===== config.mk =====
export PLATFORM = sky130hd
export DESIGN_NAME = video_timing_gen
export DESIGN_NICKNAME = d
export VERILOG_FILES = /design/src/rtl/video_timing_gen.sv
export SDC_FILE = /design/constraint.sdc
export NUM_CORES = 1
export LEC_CHECK = 0
export ABC_AREA = 1
export CAP_MARGIN = 40
export CORE_ASPECT_RATIO = 1.2
export CORE_MARGIN = 2
export CORE_UTILIZATION = 34
export DETAILED_ROUTE_END_ITERATION = 8
export DONT_BUFFER_PORTS = 1
export SKIP_LAST_GASP = 1
export SLEW_MARGIN = 20
export SYNTH_ARGS = -nofsm -noshare
export SYNTH_HDL_FRONTEND = slang
export SYNTH_SLANG_ARGS = --single-unit

===== constraint.sdc =====
create_clock -name pclk -period 2.95 [get_ports pclk]
set_input_delay 0.59 -clock pclk [delete_from_list [all_inputs] [get_ports pclk]]
set_output_delay 0.59 -clock pclk [all_outputs]
set_load 0.1 [all_outputs]

===== src/rtl/video_timing_gen.sv =====
// Free-running progressive raster generator with a registered background pattern and frame reporting.
// Define VIDEO_COLORBAR_EN to build the 8-bar test pattern; otherwise the active region is flat BG_COLOR.
module video_timing_gen #(
    parameter int unsigned H_ACTIVE = 1280,
    parameter int unsigned H_FP     = 110,
    parameter int unsigned H_SYNC   = 40,
    parameter int unsigned H_BP     = 220,
    parameter int unsigned V_ACTIVE = 720,
    parameter int unsigned V_FP     = 5,
    parameter int unsigned V_SYNC   = 5,
    parameter int unsigned V_BP     = 20,
    parameter logic        HS_POL   = 1'b1,
    parameter logic        VS_POL   = 1'b1,
    parameter logic [23:0] BG_COLOR = 24'h000040
) (
    input  logic        pclk,
    input  logic        rst,
    output logic        o_hs,
    output logic        o_vs,
    output logic        o_de,
    output logic [23:0] o_data,
    output logic        o_frame_start,
    output logic [15:0] o_frame_cnt
);

    localparam int unsigned H_TOTAL = H_ACTIVE + H_FP + H_SYNC + H_BP;
    localparam int unsigned V_TOTAL = V_ACTIVE + V_FP + V_SYNC + V_BP;

    localparam logic [11:0] H_ACT_C  = 12'(H_ACTIVE);
    localparam logic [11:0] HS_BEG_C = 12'(H_ACTIVE + H_FP);
    localparam logic [11:0] HS_END_C = 12'(H_ACTIVE + H_FP + H_SYNC);
    localparam logic [11:0] H_LAST_C = 12'(H_TOTAL - 1);
    localparam logic [11:0] V_ACT_C  = 12'(V_ACTIVE);
    localparam logic [11:0] VS_BEG_C = 12'(V_ACTIVE + V_FP);
    localparam logic [11:0] VS_END_C = 12'(V_ACTIVE + V_FP + V_SYNC);
    localparam logic [11:0] V_LAST_C = 12'(V_TOTAL - 1);

    logic [11:0] h_cnt;
    logic [11:0] v_cnt;
    logic        h_wrap;
    logic        v_wrap;
    logic        frame_wrap;
    logic [15:0] frame_cnt_q;

    assign h_wrap     = (h_cnt == H_LAST_C);
    assign v_wrap     = (v_cnt == V_LAST_C);
    assign frame_wrap = h_wrap && v_wrap;

    // NOTE: all state uses non-blocking assignment so every register samples pre-edge values.
    always_ff @(posedge pclk) begin
        if (rst) begin
            h_cnt <= '0;
            v_cnt <= '0;
        end else if (h_wrap) begin
            h_cnt <= '0;
            v_cnt <= v_wrap ? 12'd0 : v_cnt + 12'd1;
        end else begin
            h_cnt <= h_cnt + 12'd1;
        end
    end

    // Bumps on the wrap edge; the registered copy then lines up with the next frame_start pulse.
    always_ff @(posedge pclk) begin
        if (rst) begin
            frame_cnt_q <= '0;
        end else if (frame_wrap) begin
            frame_cnt_q <= frame_cnt_q + 16'd1;
        end
    end

`ifdef VIDEO_COLORBAR_EN
    localparam int unsigned BAR_W    = H_ACTIVE / 8;
    localparam int unsigned BAR_PW   = (BAR_W > 1) ? $clog2(BAR_W) : 1;
    localparam logic [BAR_PW-1:0] BAR_LAST = BAR_PW'(BAR_W - 1);

    logic [BAR_PW-1:0] bar_pix;
    logic [2:0]        bar_idx;

    // Tracks the bar under the current h_cnt without a divider; both sit at 0 whenever h_cnt is 0.
    always_ff @(posedge pclk) begin
        if (rst || h_wrap) begin
            bar_pix <= '0;
            bar_idx <= '0;
        end else if (h_cnt < H_ACT_C) begin
            if (bar_pix == BAR_LAST) begin
                bar_pix <= '0;
                bar_idx <= bar_idx + 3'd1;
            end else begin
                bar_pix <= bar_pix + 1'b1;
            end
        end
    end

    function automatic logic [23:0] bar_color(input logic [2:0] idx);
        case (idx)
            3'd0:    return 24'hFFFFFF;
            3'd1:    return 24'hFFFF00;
            3'd2:    return 24'h00FFFF;
            3'd3:    return 24'h00FF00;
            3'd4:    return 24'hFF00FF;
            3'd5:    return 24'hFF0000;
            3'd6:    return 24'h0000FF;
            default: return 24'h000000;
        endcase
    endfunction

    logic [23:0] pix_rgb;
    assign pix_rgb = bar_color(bar_idx);
`else
    logic [23:0] pix_rgb;
    assign pix_rgb = BG_COLOR;
`endif

    logic de_d;
    logic hs_d;
    logic vs_d;
    logic fs_d;

    always_comb begin
        de_d = (h_cnt < H_ACT_C) && (v_cnt < V_ACT_C);
        hs_d = (h_cnt >= HS_BEG_C) && (h_cnt < HS_END_C);
        vs_d = (v_cnt >= VS_BEG_C) && (v_cnt < VS_END_C);
        fs_d = (h_cnt == 12'd0) && (v_cnt == 12'd0);
    end

    // Every output is registered from the same counter state so the downstream stage sees them aligned.
    always_ff @(posedge pclk) begin
        if (rst) begin
            o_hs          <= ~HS_POL;
            o_vs          <= ~VS_POL;
            o_de          <= 1'b0;
            o_data        <= '0;
            o_frame_start <= 1'b0;
            o_frame_cnt   <= '0;
        end else begin
            o_hs          <= hs_d ? HS_POL : ~HS_POL;
            o_vs          <= vs_d ? VS_POL : ~VS_POL;
            o_de          <= de_d;
            o_data        <= de_d ? pix_rgb : 24'h000000;
            o_frame_start <= fs_d;
            o_frame_cnt   <= frame_cnt_q;
        end
    end

endmodule


Word level (Yosys, flattened, before mapping)
Cells that the tools add are included.
{"block": "totals", "reg_bits": 84, "word_cells": 32, "out_inout_bits": 44}
{"block": "classes", "n_addsub": 3, "reduce_logical": 8, "order_cmp": 6, "muxes": 4, "eq_ne": 2}
{"op": "$add A12 B1 Y12 const B", "count": 2}
{"op": "$logic_not A12 Y1", "count": 2}
{"op": "$lt A12 B10 Y1 const B", "count": 2}
{"op": "$lt A12 B11 Y1 const B", "count": 2}
{"op": "$add A16 B1 Y16 const B", "count": 1}
{"op": "$eq A12 B10 Y1 const B", "count": 1}
{"op": "$eq A12 B11 Y1 const B", "count": 1}
{"op": "$ge A12 B10 Y1 const B", "count": 1}
{"op": "$ge A12 B11 Y1 const B", "count": 1}
{"op": "$mux W12", "count": 1}
{"op": "$mux W7", "count": 1}
{"op": "$logic_and A1 B1 Y1", "count": 5}
{"op": "$mux W1", "count": 2}
{"op": "$reduce_or A2 Y1", "count": 1}

Longest topological paths before layout
{"block": "depth", "ltp_word": 3, "ltp_mapped": 10}

Least setup slack after synthesis
No wires, ideal clock.
{"block": "synth_path", "path_kind": "flip-flop to output port", "startpoint": "register o_data[6]", "endpoint": "output port o_data[6]", "path_stages_with_launch": 2, "slack_ns": 1.004, "arrival_ns": 1.356, "t_required_ns": 2.360, "path_buffers": 1, "path_cell_list": "dfxtp_1 -> buf_4"}
{"item": "start: declaration", "line": "21", "source": "output logic [23:0] o_data,"}
{"item": "start signal: assignment", "line": "139", "source": "o_data <= de_d ? pix_rgb : 24'h000000;"}
No word-level cell between the ends.

Final worst setup path
{"block": "layout_path", "startpoint": "register o_data[6]", "endpoint": "output port o_data[6]"}
No word-level cell between the ends.

==> flow_summary_export.csv <==
group,metric,value,unit
logic_synthesis,ys_seq_elements,60,
critical_path,path_cells,"buf_12",
logic_synthesis,yosys-top-cells-area,"dfxtp_1, nand2_1, nor2_1",
logic_synthesis,post_synth.cell_area_avg,6.97,sq um
critical_path,cpLargestDelayFamily,"flip-flops",
critical_path,end_kind,"primary output",
sta,whs,0.310,ns
clock_tree,htreeDepth,3,
logic_synthesis,yosys.cell_types.count,34,
clock_tree,cts_buffers,9,
sta,drv_slew,0,
placement,portBuffers,0,
floorplan,fp.dieH,110,um
clock_tree,cts_root_buf,"clkbuf_8",
route,ant_nets,0,
sta,maxSlewHeadroom,61.9,%
route,wl_per_cell,11.0,um
sta,rsz0062_at_grt,"no",
floorplan,coreArea,0.00903,sq mm
global_routing,antenna_found_initial,0,
clock_tree,clkTransAtPathRegs,0.07,ns
critical_path,startpoint_type,"flop",
sta,setup_viol,0,
sta,hold_viol,0,
power_and_ir_drop,power_leakage,0.00139,uW
critical_path,r2r_slack,1.20,ns
clock_tree,cts_tree,"yes",
logic_synthesis,synth_flop_cell,"dfxtp_1",
floorplan,chipWidth,92.0,um
final_layout,nets,481,
logic_synthesis,yosysMostFrequentCell,"nand2_1",
placement,place.gp.congestion,0.874,
power_and_ir_drop,p_per_area,485,mW/mm^2
clock_tree,cts.sinks,60,
critical_path,cp_max_fo,2,
clock_tree,cts_resized,0,
sta,layout_min_cycle_time,1.88,ns
sta,finalCritPeriodShare,63.9,%
route,drt_wl_total,6.54,mm
route,vias_per_cell,4.56,
logic_synthesis,async_flop_share,0,%
critical_path,cp.arrival,1.29,ns
worst_hold_path,min_path_cells,1,
final_layout,nFillCells,907,
worst_hold_path,hp-class,"primary input to flop",
global_routing,grt_pass1_wl,11.0,mm
critical_path,rr_worst_depth,9,
route,firstDrtPassIters,4,
route,drtIter0Drc,74,
critical_path,worst_path_max_delay_cell,"dfxtp_2",
sta,skew,0.00875,ns
power_and_ir_drop,finalPower,1770,uW
route,drc_errors,0,
clock_tree,postCtsSetupBuffers,0,
clock_tree,insertion_delay,0.35,ns
floorplan,num_io_pins,46,
clock_tree,cts_hold_buffers,0,
status,outcome,"completed",
logic_synthesis,synth_cells,453,
floorplan,num_rows,38,
floorplan,dieArea,0.0101,sq mm
critical_path,worstPathRequired,2.36,ns
logic_synthesis,synthesis.area,0.00316,sq mm
critical_path,path_class,"flop to primary output",
worst_hold_path,hold_start,"rst",
critical_path,r2r-end,"frame_cnt_q[5]",
global_routing,first_global_vias,2480,
final_layout,area_delta_synth_final,15.8,%
floorplan,initial_core_util,35.0,%
power_and_ir_drop,peakVddDrop,0.194,mV
critical_path,worst-path-buf-inv,1,
global_routing,grtUsageTotal,13.9,%
placement,dp_hpwl,4.78,mm
logic_synthesis,yosysTopAreaCellShare,38.0,%
sta,tightest_slew,0.573,ns
logic_synthesis,synth_enable_flop_cells,0,
worst_hold_path,hold_end,"v_cnt[11]",
critical_path,slowest_delay,0.70,ns
critical_path,r2r_start,"h_cnt[1]",
logic_synthesis,yosysTopAreaCell,"dfxtp_1",
run,max_cap_violations,0,
clock_tree,clock_path_buffers,2,
logic_synthesis,synth_common_cells,"nand2_1, nor2_1, dfxtp_1",
sta,clock.fmax,531,MHz
logic_synthesis,yosys_warnings,0,
final_layout,antenna_cells,0,
sta,setup_tns,0,ns
global_routing,overflow,0,
route,vias,2717,
global_routing,grt_max_degree,32,
logic_synthesis,yosysSeqAreaShare,38.0,%
final_layout,drive_above_1_share,12.2,%
report_power, final:
group          internal [uW]  total [uW]  leakage, uW  switching, uW
registers                816         827     0.000484           11.0
logic                   18.5         183     0.000802            165
clock network            433         764     0.000102            331
total                   1270        1770      0.00139            506
sequential cells by signal, summed over array words and instances, names as in the netlist:
signal,cells
frame_cnt_q,16
h_cnt,12
o_data,1
o_frame_cnt,16
o_frame_start,1
o_hs,1
o_vs,1
v_cnt,12
worst max path at each step:
stage / start / to / cells past startpoint
global placement: h_cnt[1] / frame_cnt_q[10] / 9
detailed placement: h_cnt[0] / frame_cnt_q[12] / 8
finish: o_data[6] / o_data[6] / 1
global route: o_data[6] / o_data[6] / 1
CTS: o_data[6] / o_data[6] / 1
floorplan: o_data[6] / o_data[6] / 1
through the flow:
stage	instance area, sq um	utilization [%]	instances	setup slack, ns
6_report	3660	40.5	596	1.07
2_1_floorplan	3240	-	475	1.00
3_3_place_gp	3160	34.9	561	1.23
3_5_place_dp	3450	38.2	580	1.20
4_1_cts	3660	40.5	596	1.04
5_1_grt	3660	40.5	596	1.02
layout make-up:
type | instances | area, sq um | share of cell area [%]
clock buffers | 12 | 155 | 4.24
clock inverters | 4 | 47.5 | 1.30
inverters | 57 | 215 | 5.88
multi-input cells | 323 | 1570 | 42.9
flip-flops and latches | 60 | 1200 | 32.9
well taps | 120 | 150 | 4.11
repair buffers | 20 | 318 | 8.69
cell usage in the layout (no fill, tap or decap), types with 11 or more instances in the layout:
cell        n
clkbuf_8   11
inv_1      52
conb_1     23
nor2_1     66
a21oi_1    27
nor3_1     11
nand2_1   110
nand4_1    11
dfxtp_1    59
nand3_1    27
buf_8      18
layer usage:
metal  up-vias  track usage (%)  part of all wire (%)
li1       1418                -                     -
met3        16             3.50                   4.3
met4         0             7.89                   3.1
met1      1224             15.4                    43
met5         -                0                     0
met2        59             24.6                    49
cells by family after synthesis:
family / share of synthesized area (%)
flops: 38.0
fa+ha+maj: 3.17
compound gates: 8.68
xor+xnor: 1.66
buf+inv: 14.9
simple gates: 33.4
other cells: 0.119
Note: power is estimated with default switching activity, not from simulation.
